### src/rtl/grant_capture_fifo.sv
// grant_capture_fifo
//   Downstream consumer of the 4-requester rotating-priority arbiter. It takes
//   the arbiter's one-hot grant, captures the granted requester's payload
//   together with its requester index into a small FIFO, and acknowledges the
//   winner in the same cycle. Captured entries go to a shared sink over a
//   first-word-fall-through valid/ready interface. A grant that is nonzero but
//   not one-hot is rejected and raises a sticky error flag.
//
// Optional feature: define GRANT_COUNT_EN to add grant_cnt, four 16-bit
//   saturating counters of captures per requester.
//
// Ports:
//   clk        in   clock, rising edge
//   reset      in   asynchronous, active-high; clears all state
//   gnt        in   [3:0]     one-hot grant from the arbiter, 0 = idle
//   req_data   in   [4*DW-1:0] requester payloads, requester i at [i*DW +: DW]
//   ack        out  [3:0]     equals gnt in a capturing cycle, else 0 (combinational)
//   full       out            FIFO holds DEPTH entries
//   out_valid  out            FIFO non-empty
//   out_ready  in             sink accepts the head entry
//   out_data   out  [DW-1:0]  head entry payload (holds last value while empty)
//   out_id     out  [1:0]     head entry requester index
//   count      out  [AW:0]    occupancy, 0..DEPTH
//   err        out            sticky flag for a non-one-hot nonzero grant
//   grant_cnt  out  [63:0]    per-requester capture counters (GRANT_COUNT_EN only)

module grant_capture_fifo #(
  parameter int DW    = 8,
  parameter int DEPTH = 4,
  parameter int AW    = 2
) (
  input  logic            clk,
  input  logic            reset,
  input  logic [3:0]      gnt,
  input  logic [4*DW-1:0] req_data,
  output logic [3:0]      ack,
  output logic            full,
  output logic            out_valid,
  input  logic            out_ready,
  output logic [DW-1:0]   out_data,
  output logic [1:0]      out_id,
  output logic [AW:0]     count,
  output logic            err
`ifdef GRANT_COUNT_EN
  ,
  output logic [4*16-1:0] grant_cnt
`endif
);

  typedef struct packed {
    logic [1:0]    id;
    logic [DW-1:0] data;
  } entry_t;

  localparam logic [AW:0] FULL_COUNT = (AW + 1)'(DEPTH);

  entry_t        mem [DEPTH];
  entry_t        wr_entry;
  entry_t        head;
  entry_t        held;
  logic [AW-1:0] wr_ptr;
  logic [AW-1:0] rd_ptr;
  logic          gnt_ok;
  logic          capture;
  logic          pop;

  assign full      = (count == FULL_COUNT);
  assign out_valid = (count != '0);
  assign head      = mem[rd_ptr];

  // NOTE: every signal written in always_comb gets a default first, so no
  // path through the block leaves it unassigned and no latch is inferred.
  always_comb begin
    gnt_ok   = (gnt != 4'd0) && ((gnt & (gnt - 4'd1)) == 4'd0);
    // full is the registered value, so a same-cycle pop cannot make room for
    // a capture. The sink ignores the reset cycle, and so does the capture path.
    capture  = gnt_ok && !full && !reset;
    pop      = out_valid && out_ready;
    wr_entry = '0;
    case (gnt)
      4'b0001: wr_entry = '{id: 2'd0, data: req_data[0*DW +: DW]};
      4'b0010: wr_entry = '{id: 2'd1, data: req_data[1*DW +: DW]};
      4'b0100: wr_entry = '{id: 2'd2, data: req_data[2*DW +: DW]};
      4'b1000: wr_entry = '{id: 2'd3, data: req_data[3*DW +: DW]};
      default: wr_entry = '0;
    endcase
    ack = capture ? gnt : 4'd0;
  end

  // While empty, the outputs show the last popped entry, or zero after reset.
  assign out_data = out_valid ? head.data : held.data;
  assign out_id   = out_valid ? head.id   : held.id;

  // NOTE: the storage array has no reset. Its contents are only visible while
  // out_valid is set, and out_valid covers only slots that have been written.
  always_ff @(posedge clk) begin
    if (capture) mem[wr_ptr] <= wr_entry;
  end

  // NOTE: sequential state uses non-blocking assignments only, so every
  // register samples pre-edge values regardless of statement order.
  always_ff @(posedge clk or posedge reset) begin
    if (reset) begin
      wr_ptr <= '0;
      rd_ptr <= '0;
      count  <= '0;
      held   <= '0;
      err    <= 1'b0;
    end else begin
      if (capture) wr_ptr <= wr_ptr + 1'b1;
      if (pop) begin
        rd_ptr <= rd_ptr + 1'b1;
        held   <= head;
      end
      case ({capture, pop})
        2'b10:   count <= count + 1'b1;
        2'b01:   count <= count - 1'b1;
        default: count <= count;
      endcase
      if (gnt != 4'd0 && !gnt_ok) err <= 1'b1;
    end
  end

`ifdef GRANT_COUNT_EN
  logic [15:0] cnt_q [4];

  always_ff @(posedge clk or posedge reset) begin
    if (reset) begin
      for (int i = 0; i < 4; i++) cnt_q[i] <= '0;
    end else if (capture && cnt_q[wr_entry.id] != 16'hFFFF) begin
      cnt_q[wr_entry.id] <= cnt_q[wr_entry.id] + 16'd1;
    end
  end

  for (genvar g = 0; g < 4; g++) begin : g_cnt
    assign grant_cnt[g*16 +: 16] = cnt_q[g];
  end
`endif

endmodule

### config.mk
export PLATFORM = sky130hd
export DESIGN_NAME = grant_capture_fifo
export DESIGN_NICKNAME = d
export VERILOG_FILES = /design/src/rtl/grant_capture_fifo.sv
export SDC_FILE = /design/constraint.sdc
export NUM_CORES = 1
export LEC_CHECK = 0
export BUFFER_PORTS_ARGS = -buffer_cell sky130_fd_sc_hd__buf_4
export CORE_MARGIN = 5
export CORE_UTILIZATION = 30
export DETAILED_ROUTE_END_ITERATION = 16
export GPL_ROUTABILITY_DRIVEN = 1
export MAX_ROUTING_LAYER = met4
export PLACE_DENSITY = 0.58
export SLEW_MARGIN = 20
export SYNTH_ARGS = -nofsm -noshare
export SYNTH_HDL_FRONTEND = slang
export SYNTH_SLANG_ARGS = --single-unit
### constraint.sdc
create_clock -name clk -period 5.4 [get_ports clk]
set_input_delay 0.27 -clock clk [delete_from_list [all_inputs] [get_ports clk]]
set_output_delay 0.27 -clock clk [all_outputs]
set_load 0.005 [all_outputs]
==> metrics, run 1 <==
CP max stage delay=about 0.57 ns; CP top delay family=simple AND/OR/NAND/NOR gates; Critical Path RT=5.65 ns; P_sw=0.438 mW; register area share after synthesis=about three fifths; Sink Count=58; Mapped Cells=180; most used routing layer=met2; setup TNS=0 ns; instance count on the critical path=8; number of diodes=0; CP Capture Point=count[2]; fmax=0.378 GHz; Starting Density=30.3%; clock share of power=22.1%; Detail Placement HPWL=about 4000 um; R2R depth=8; M3 GR Usage=under 10%; #FFs+latches synth=58; Min-Delay Path Class=in -> async; cts hold-fix bufs=0; I/O pin cnt=59; sequential cell area=roughly 1700 um2; worst-margin pin slew=0.721 ns; DIE WIDTH=106 um; full die area=11200 um2; period utilisation layout=49.0%; worst r2r src=count[0]; Net Count, Synth=225; post-synthesis cell area=2760 um2; max_slew headroom=51.9%; global route overflow=0; most common cell in the synthesized netlist=edfxtp_1; Most used DFF post-synth=edfxtp_1; Pwr per Cell Area=440 nW/um2; Int Power=approximately 1.1 mW; share of the synthesized area in the top cell type=roughly 43%; max-cap violation count=0; final setup violation count=0; Setup crit end kind=flip-flop; register share of total power=between 40% and 50%; clock skew=about 0.0098 ns; NumNets Final=around 280; Core ar.=9110 um2; # H-tree levels=3; cell taking the most area after synthesis=edfxtp_1; fin util=37.7%; CTS tree=yes; Post-synth EDFFs=40; drt drc=0; DRT Pass-1 Iters=4; routability cong.=0.760; Net Sw Frac=29.0%; CP Launch Point=count[0]; VDD IR max=approximately 0.11 mV; initial antenna violation count=0; M2 GR Usage=15.3%; Skew-Pair Late Insertion Delay=0.33 ns; cell mode on critical path=xor2_1; Vias/cell=about 4.7; area delta synth->final=24.2%; Cell Rows=35; maximum clock path buffer count=2; share of cells above drive strength 1=45.5%; RSZ-0062 raised after global routing=false; Netlist cell types=33; post-cts gate resize count=0; routed wire length per instance=15.5 um; status=finished clean; routed via count=roughly 1600; pin count of the biggest net entering global routing=19; detailed router's first-iteration violation count=87; Fin. Hold Viols=0; die height=between 100 and 150 um; worst path bufs/invs=1; CP arrival=between 2 and 3 ns; largest cells by area after synthesis=edfxtp_1 (43%), dfrtp_1 (16%), mux2_2 (8.2%); filler instances=864; post-detailed-routing wire length=roughly 5500 um; Crit Path Category=reg -> reg; worst reg2reg endpoint=count[2]; Async SR Flop Fraction=a little under a third; Slowest-stage cell, CP=and2_1; R2R setup slack=2.76 ns; Num CTS Buffers=9; number of port buffers=58; Slew Viols, Final=0; first-pass GRT wire length=9110 um; Commonest cells post-synth=edfxtp_1 (40), mux2_2 (20), dfrtp_1 (18); synthesized area per cell=15.3 um2; GR Layer Usage met1=14.6%; Gate power share=34.9%; GR Util All Layers=11.0%; CP max FO=13; clk slew on worst S/H paths=0.07 ns; Period minus WS final=2.64 ns; hold_ws=0.0684 ns; setup bufs post-CTS=0; Clock Root Buffer=clkbuf_8; CP startpoint kind=flip-flop; Ys Warns=0; Multi-input gate area=1020 um2; remaining antenna violation count=0; worst-path cell chain=or3_1, and2_1, ha_1, inv_1, fa_1, xor2_1, nor2_1, xor2_1; leak pwr=1.32 nW; vias in the first global route=1795
-- registers in the layout (all words and copies together), names as in the netlist --
| signal | cells |
|---|---|
| wr_ptr | 2 |
| rd_ptr | 2 |
| held | 10 |
| count | 3 |
| mem | 40 |
| err | 1 |
-- cell usage in the layout, fill, tap and decap left out, types with 2 or more instances in the layout --
cell type,n
clkbuf_8,10
and2_2,7
o21ai_0,8
nor2_1,3
clkbuf_1,5
xor2_1,3
mux2_2,20
xnor2_1,4
buf_4,58
a211o_1,2
mux4_2,10
ha_1,5
edfxtp_1,40
dfrtp_1,18
nand2_1,9
a22oi_1,8
and2_1,3
a2bb2oi_1,8
inv_1,7
-- worst register-to-register path, stage by stage, from the launching register on --
cell and delay, ns:
dfrtp_1 0.41, or3_1 0.45, and2_1 0.57, ha_1 0.29, inv_1 0.06, fa_1 0.38
xor2_1 0.15, nor2_1 0.11, xor2_1 0.15
-- logic make-up (layout without fill, tap and decap cells) --
family	count (synthesis)	in the layout	synth area share, %
AOI/OAI and AO/OA	30	30	8.52
xor gates and xnor gates	7	7	2.22
adders and majority gates	6	6	2.99
buffers and inverters	19	81	3.31
DFF	58	58	59.8
muxes	32	32	17.2
and+or+nand+nor	28	28	5.94
-- layout make-up --
cell class / count / area share (%)
inverters: 7 / 0.766
repair buffers: 58 / 12.7
clock buffers: 15 / 4.56
flip-flops and latches: 58 / 48.1
clock inverters: 1 / 0.109
multi-input cells: 103 / 29.7
well taps: 111 / 4.05
-- power by group through the flow --
stage | clock (mW) | sequential, mW | combinational [mW]
2_1_floorplan | 0 | 0.615 | 0.367
3_3_place_gp | 0 | 0.659 | 0.533
3_5_place_dp | 0 | 0.662 | 0.536
4_1_cts | 0.345 | 0.654 | 0.542
5_1_grt | 0.369 | 0.669 | 0.583
6_report | 0.333 | 0.650 | 0.527
-- layer usage --
metal | vias to the layer above | wire [um]
met4 | 0 | 137
met3 | 10 | 355
met5 | - | 0
li1 | 790 | -
met2 | 66 | 2320
met1 | 777 | 2670
-- stage by stage --
stage | cell area [um2] | power (mW) | setup slack, ns | std cells
final | 3430 | 1.51 | 2.76 | 353
after CTS | 3430 | 1.54 | 2.69 | 353
after global placement | 3270 | 1.19 | 2.78 | 337
after global routing | 3430 | 1.62 | 2.54 | 353
after detailed placement | 3270 | 1.20 | 2.74 | 337
after floorplan | 2760 | 0.982 | 3.23 | 180
-- worst min path at each step --
stage               endpoint  slack (ns)  depth (start not counted)
finish                   err        0.07                          2
global route             err        0.13                          2
CTS                      err        0.08                          2
detailed placement       err        0.45                          2
global placement         err        0.45                          2
floorplan           count[0]        0.21                          1
Power figures use the tool's default switching activity.
==> run 2, diff against run 1 <==
Clock period 5.4 ns to 2.7 ns, I/O delays scaled along.
==> run 2 against run 1 <==
Net effect: utilization increased by 0.34 points; wire length decreased by 2.6%; clock skew decreased by 0.0040 ns; sequential share of layout area decreased by 0.43 points; critical path depth increased by 2; power increased by 99%; design area increased by 0.91%; combinational power increased by 110%; register-to-register slack got worse by 2.4 ns; largest cell class unchanged.
==> metrics, run 2 (synthesis results as in run 1) <==
routed wire length per instance=15.0 um; Num CTS Buffers=9; sequential cell area=between 1500 and 2000 um2; pin count of the biggest net entering global routing=19; Core ar.=about 9000 um2; worst-path cell chain=nor3b_1, a211oi_2, a21boi_4, inv_1, ha_1, inv_1, fa_1, xor2_1, nor2_1, xor2_1; final setup margin=0.364 ns; Setup crit end kind=flip-flop; Detail Placement HPWL=roughly 4000 um; post-cts gate resize count=0; remaining antenna violation count=0; worst-margin pin slew=approximately 0.73 ns; die height=106 um; vias in the first global route=1675; Setup Slack @ Placement=approximately 0.34 ns; fmax=0.428 GHz; Slew Viols, Final=0; detailed router's first-iteration violation count=69; clock skew=approximately 0.0058 ns; Placed Area=around 3300 um2; routed via count=1612; Fin. Hold Viols=0; VDD IR max=about 0.22 mV; max-cap violation count=0; CP arrival=2.60 ns; hold_ws=0.197 ns; CP max FO=7; # H-tree levels=3; status=finished clean; area delta synth->final=25.4%; DRT Pass-1 Iters=4; Vias/cell=4.53; full die area=roughly 11000 um2; first-pass GRT wire length=8720 um; DIE WIDTH=106 um; leak pwr=1.34 nW; Period minus WS final=between 2 and 2.5 ns; I/O pin cnt=59; setup TNS=0 ns; NumNets Final=286; filler instances=around 890; max_slew headroom=51.3%; period utilisation layout=86.5%; share of cells above drive strength 1=48.2%; initial antenna violation count=0; Slowest-stage cell, CP=nor3b_1; global route overflow=0; largest register by flop count=mem; maximum clock path buffer count=2; Critical Path RT=2.96 ns; Crit Path Category=reg -> reg; post-detailed-routing wire length=5340 um; fin util=between 30% and 40%; CP max stage delay=0.44 ns; number of port buffers=58; drt drc=0; Starting Density=between 30% and 40%; clk slew on worst S/H paths=about 0.060 ns; Placed Cells=340; Skew-Pair Late Insertion Delay=0.33 ns; Non-Filler Instances=356; most common cell after layout, fill and taps aside=buf_4; R2R setup slack=0.36 ns; Multi-input gate area=1020 um2; CP startpoint kind=flip-flop; number of diodes=0; Min-Delay Path Class=in -> reg; most frequent cells in the layout=buf_4 (61), edfxtp_1 (40), mux2_2 (20), dfrtp_1 (18), mux4_2 (10); Cell Rows=35; GR Util All Layers=10.5%; max FFs per register=40; CTS tree=yes; final setup violation count=0; Clock Root Buffer=clkbuf_8; Pwr per Cell Area=870 nW/um2; RSZ-0062 raised after global routing=false; Sink Count=58; routability cong.=0.714; biggest registers after layout=mem (40), held (10), count (3); Total Power=3.01 mW; Finished Cell Area=3460 um2
==> run 2: power breakdown <==
part / internal (mW) / total (mW) / switching (mW)
Clock: 0.320 / 0.643 / 0.324
Combinational: 0.670 / 1.11 / 0.442
Sequential: 1.14 / 1.25 / 0.118
==> run 2: area by class of cell <==
type | instances | share of cell area, %
Sequential cell | 58 | 47.7
Timing Repair Buffer | 62 | 13.5
Clock buffer | 9 | 3.58
Inverter | 7 | 0.759
Clock inverter | 6 | 1.01
Tap cell | 111 | 4.01
Multi-Input combinational cell | 103 | 29.4
==> run 2: final timing paths <==
kind,start,endpoint,cells after the start
worst max register to register,count[0],count[2],10
worst min-delay path,req_data[5],mem[3][5],3
worst max-delay path,count[0],count[2],10
min in group asynchronous,reset,wr_ptr[1],3
worst min register to register,err,err,1
max in group asynchronous,reset,held[7],3
==> run 2: routing by layer <==
metal	track usage [%]	wire length, um	up-vias
met1	14.9	2760	743
met2	13.7	2190	65
met5	-	0	-
met4	5.83	86	0
met3	2.61	305	7
li1	-	-	797
==> run 2: repair_timing <==
action | 4_1_cts | 5_1_grt
hold buffers | 1 | 0
endpoints found under the setup margin | 0 | 0
endpoints found under the hold margin | 18 | 0
buffers inserted | 0 | 0
==> run 2: critical path, delay by kind of cell (launching register included) <==
kind	cells	cell delay [ns]
AO/OA/AOI/OAI	2	0.32
XOR/XNOR	2	0.29
adder cells (fa/ha/maj)	2	0.54
buffers and inverters	2	0.14
flip-flops	1	0.43
AND/OR/NAND/NOR	2	0.55
